[config.mk]
export PLATFORM = sky130hd
export DESIGN_NAME = fft4_ctrl
export DESIGN_NICKNAME = d
export VERILOG_FILES = /design/src/rtl/fft4_ctrl.sv
export SDC_FILE = /design/constraint.sdc
export NUM_CORES = 1
export LEC_CHECK = 0
export ABC_AREA = 1
export CORE_MARGIN = 5
export CORE_UTILIZATION = 50
export DETAILED_ROUTE_END_ITERATION = 7
export GPL_ROUTABILITY_DRIVEN = 0
export HOLD_SLACK_MARGIN = 0.15
export MAX_ROUTING_LAYER = met4
export PLACE_DENSITY = 0.94
export SLEW_MARGIN = 20
export SYNTH_ARGS = -nofsm -noshare
export SYNTH_HDL_FRONTEND = slang
export SYNTH_SLANG_ARGS = --single-unit
[constraint.sdc]
create_clock -name clk -period 2.9 [get_ports clk]
set_input_delay 0.29 -clock clk [delete_from_list [all_inputs] [get_ports clk]]
set_output_delay 0.29 -clock clk [all_outputs]
set_load 0.01 [all_outputs]
[src/rtl/fft4_ctrl.sv]
// Serial-to-parallel front end for a 4-point binary-input FFT.
// Collects four samples, runs fft4 and holds the result under valid/ready.

module fft4 (
   input  logic [3:0] inp,
   output logic [2:0] rout_0,
   output logic [2:0] rout_1,
   output logic [2:0] rout_2,
   output logic [2:0] rout_3,
   output logic [2:0] iout_0,
   output logic [2:0] iout_1,
   output logic [2:0] iout_2,
   output logic [2:0] iout_3
);

   logic [2:0] w_x0;
   logic [2:0] w_x1;
   logic [2:0] w_x2;
   logic [2:0] w_x3;

   assign w_x0 = {2'b00, inp[0]};
   assign w_x1 = {2'b00, inp[1]};
   assign w_x2 = {2'b00, inp[2]};
   assign w_x3 = {2'b00, inp[3]};

   // 3-bit two's complement; bin 0 of 4'b1111 wraps to 3'b100
   assign rout_0 = w_x0 + w_x1 + w_x2 + w_x3;
   assign iout_0 = 3'b000;
   assign rout_1 = w_x0 - w_x2;
   assign iout_1 = w_x3 - w_x1;
   assign rout_2 = w_x0 - w_x1 + w_x2 - w_x3;
   assign iout_2 = 3'b000;
   assign rout_3 = w_x0 - w_x2;
   assign iout_3 = w_x1 - w_x3;

endmodule

module fft4_ctrl #(
   parameter int unsigned CNT_W = 8
) (
   input  logic             clk,
   input  logic             rst,
   input  logic             s_valid,
   input  logic             s_bit,
   output logic             s_ready,
   input  logic             sync,
   output logic             m_valid,
   input  logic             m_ready,
   output logic [2:0]       rout_0,
   output logic [2:0]       rout_1,
   output logic [2:0]       rout_2,
   output logic [2:0]       rout_3,
   output logic [2:0]       iout_0,
   output logic [2:0]       iout_1,
   output logic [2:0]       iout_2,
   output logic [2:0]       iout_3,
   output logic [CNT_W-1:0] frame_cnt
);

   logic [3:0]       r_smp;
   logic [2:0]       r_scnt;
   logic             r_m_valid;
   logic [CNT_W-1:0] r_frame_cnt;
   logic [2:0]       r_rout_0;
   logic [2:0]       r_rout_1;
   logic [2:0]       r_rout_2;
   logic [2:0]       r_rout_3;
   logic [2:0]       r_iout_0;
   logic [2:0]       r_iout_1;
   logic [2:0]       r_iout_2;
   logic [2:0]       r_iout_3;

   logic       w_full;
   logic       w_acc;
   logic       w_xfer;
   logic [2:0] w_rout_0;
   logic [2:0] w_rout_1;
   logic [2:0] w_rout_2;
   logic [2:0] w_rout_3;
   logic [2:0] w_iout_0;
   logic [2:0] w_iout_1;
   logic [2:0] w_iout_2;
   logic [2:0] w_iout_3;

   fft4 u_fft4 (
      .inp    (r_smp),
      .rout_0 (w_rout_0),
      .rout_1 (w_rout_1),
      .rout_2 (w_rout_2),
      .rout_3 (w_rout_3),
      .iout_0 (w_iout_0),
      .iout_1 (w_iout_1),
      .iout_2 (w_iout_2),
      .iout_3 (w_iout_3)
   );

   assign w_full  = (r_scnt == 3'd4);
   assign s_ready = !w_full;
   assign w_acc   = s_valid && !w_full;
   // acceptance and transfer are mutually exclusive: one needs scnt<4, the other scnt==4
   assign w_xfer  = w_full && (!r_m_valid || m_ready);

   always_ff @(posedge clk) begin
      if (rst) begin
         r_smp       <= 4'b0000;
         r_scnt      <= 3'd0;
         r_m_valid   <= 1'b0;
         r_frame_cnt <= '0;
         r_rout_0    <= 3'b000;
         r_rout_1    <= 3'b000;
         r_rout_2    <= 3'b000;
         r_rout_3    <= 3'b000;
         r_iout_0    <= 3'b000;
         r_iout_1    <= 3'b000;
         r_iout_2    <= 3'b000;
         r_iout_3    <= 3'b000;
      end else begin
         if (w_xfer) begin
            r_rout_0    <= w_rout_0;
            r_rout_1    <= w_rout_1;
            r_rout_2    <= w_rout_2;
            r_rout_3    <= w_rout_3;
            r_iout_0    <= w_iout_0;
            r_iout_1    <= w_iout_1;
            r_iout_2    <= w_iout_2;
            r_iout_3    <= w_iout_3;
            r_m_valid   <= 1'b1;
            r_frame_cnt <= r_frame_cnt + CNT_W'(1);
         end else if (r_m_valid && m_ready) begin
            r_m_valid <= 1'b0;
         end

         if (sync) begin
            if (w_acc) begin
               r_smp[0] <= s_bit;
               r_scnt   <= 3'd1;
            end else begin
               r_scnt <= 3'd0;
            end
         end else if (w_acc) begin
            r_smp[r_scnt[1:0]] <= s_bit;
            r_scnt             <= r_scnt + 3'd1;
         end else if (w_xfer) begin
            r_scnt <= 3'd0;
         end
      end
   end

   assign m_valid   = r_m_valid;
   assign frame_cnt = r_frame_cnt;
   assign rout_0    = r_rout_0;
   assign rout_1    = r_rout_1;
   assign rout_2    = r_rout_2;
   assign rout_3    = r_rout_3;
   assign iout_0    = r_iout_0;
   assign iout_1    = r_iout_1;
   assign iout_2    = r_iout_2;
   assign iout_3    = r_iout_3;

endmodule

==> results_dict.tcl <==
set metrics [dict create \
    nets 223 \
    initial_core_util_pct 51.3 \
    syn_area_um2 1400 \
    htreeDepth 1 \
    p_leak_nw 0.670 \
    clock_latency_ns 0.31 \
    worstSetupEndpointType "output port" \
    cts_buffers 3 \
    cts_setup_buffers 0 \
    grt_usage_pct 13.9 \
    critPathTopFamily "buffers and inverters" \
    finalWirelength_mm 2.56 \
    synth-compound-area-share_pct 9.28 \
    period_share_pct 69.6 \
    antenna_cells 0 \
    synth_xor_area_share_pct 0.624 \
    drive_above_1_share_pct 6.93 \
    antenna_found_initial 0 \
    arrival_ns 1.73 \
    grt_pass1_vias 1061 \
    synth_edf_count 0 \
    grt_max_degree 18 \
    peakVddDrop_mv 0.270 \
    cp_cell_sequence "inv_1 -> ha_1 -> nand2_2 -> clkdlybuf4s50_1" \
    synth_top_family_by_area "simple AND/OR/NAND/NOR gates" \
    hpwl_mm 1.96 \
    synth-seq-cells 26 \
    netlist_instances 178 \
    wl_per_cell_um 11.0 \
    cts_tree "done" \
    synthArstFlopShare_pct 0 \
    min_path_type "flip-flop to flip-flop" \
    area_growth_syn_to_layout_pct 20.4 \
    critPathBufInv 2 \
    grt-ovfl-total 0 \
    fin_skew_ns 0.00216 \
    clkSinkCount 26 \
    period_needed_ns 2.02 \
    muxShareOfSynthArea_pct 0 \
    port-buffer-count 33 \
    hold_viol 0 \
    drc 0 \
    fp.dieH_um 63.0 \
    firstDrtPassIters 4 \
    synthDistinctLibCells 24 \
    coreArea_um2 2730 \
    synth_fa_ha_area_share_pct 13.6 \
    yosys.area_share.simple_pct 23.9 \
    cts_resized 0 \
    drtAntennaViolNets 0 \
    postCtsHoldBufs 0 \
    p_total_uw 588 \
    status "finished clean" \
    max_freq_mhz 496 \
    finalSetupViolations 0 \
    fillers 248 \
    pin_count 40 \
    routed_via_density 4.87 \
    whs_ns 0.498 \
    dr.first_iter.drc_count 36 \
    rsz0062_at_grt "no" \
    cp_slowest_cell "clkdlybuf4s50_1" \
    syn_area_per_cell_um2 7.88 \
    cp_slowest_stage_delay_ns 0.55 \
    drv_cap 0 \
    cp_max_fo 4 \
    rows 19 \
    yosysSeqAreaShare_pct 37.1 \
    clockBufferDepth 2 \
    crit_required_ns 2.61 \
    setup_tns_ns 0 \
    crit_type "flip-flop to output port" \
    die_x_um 63.0 \
    cts_root_buf "clkbuf_4" \
    num_vias 1134 \
    layout_common_cells "nor2_1, clkdlybuf4s50_1, dfxtp_1" \
    synth_warnings 0 \
    clkTransAtPathRegs_ns 0.13 \
    die_area_um2 3960 \
    synth_flop_cell "dfxtp_1" \
    grt_pass1_wl_mm 4.55 \
    start_kind "flip-flop" \
    slew_viol_final 0 \
    power_density_nw_per_um2 348 \
]
[stage by stage]
stage	cell area (µm²)	instances	util (%)	worst slack, ns
floorplan	1420	183	-	1.28
global placement	1650	229	60.5	1.24
detailed placement	1650	229	60.5	1.19
CTS	1690	233	61.8	0.868
global route	1690	233	61.8	0.763
finish	1690	233	61.8	0.883
[worst paths after layout]
path         depth (start not counted)  slack (ns)      start        end
max reg2reg                          6        1.17   r_smp[1]  rout_0[1]
max                                  4        0.88  r_scnt[0]    s_ready
min reg2reg                          2        0.50  rout_0[2]  rout_0[2]
min                                  2        0.50  rout_0[2]  rout_0[2]
[logic make-up after synthesis]
| family | Yosys count |
|---|---|
| and+or+nand+nor | 73 |
| DFF | 26 |
| xor gates and xnor gates | 1 |
| other | 1 |
| adders and majority gates | 14 |
| AOI/OAI and AO/OA | 26 |
| buffers and inverters | 37 |
[per-layer routing]
layer  wire, µm  GRT usage (%)
met4         38           4.77
met3        161           2.34
met2       1270           25.1
met1       1090           15.2
met5          0              -
[state kept, by name, indices dropped and copies added (netlist names), 2 cells and up]
| register | cells |
|---|---|
| rout_2 | 2 |
| frame_cnt | 8 |
| iout_1 | 2 |
| r_smp | 4 |
| rout_0 | 3 |
| rout_3 | 2 |
| r_scnt | 3 |
[cell usage after synthesis, types with 3 or more instances]
library cell	n	area share, %
nand2_1	17	4.5
nand3_1	8	2.9
ha_1	12	11
nor2_1	33	8.8
buf_4	14	7.5
o21ai_0	6	2.1
nand4_1	5	2.2
a21oi_1	12	4.3
inv_1	16	4.3
nor3_1	3	1.1
dfxtp_1	26	37
o21ai_1	8	2.9
[power by group]
group | switching, mW | internal [mW] | total [mW] | leakage (nW)
logic | 0.0270 | 0.0169 | 0.0439 | 0.439
clock network | 0.103 | 0.0767 | 0.180 | 0.0210
registers | 0.00328 | 0.360 | 0.364 | 0.210
[cell type report]
type	count	area, µm²	area share (%)
clock buffer	4	36.3	2.15
multi-input combinational	120	687	40.7
inverter	19	76.3	4.52
sequential	26	520	30.8
tap	31	38.8	2.30
timing repair buffer	33	330	19.6
[worst min-delay path: stages, from the launching register on]
cell,delay (ns)
dfxtp_1,0.33
nor2_1,0.09
nor2_1,0.05
Note: power is estimated with default switching activity, not from simulation.
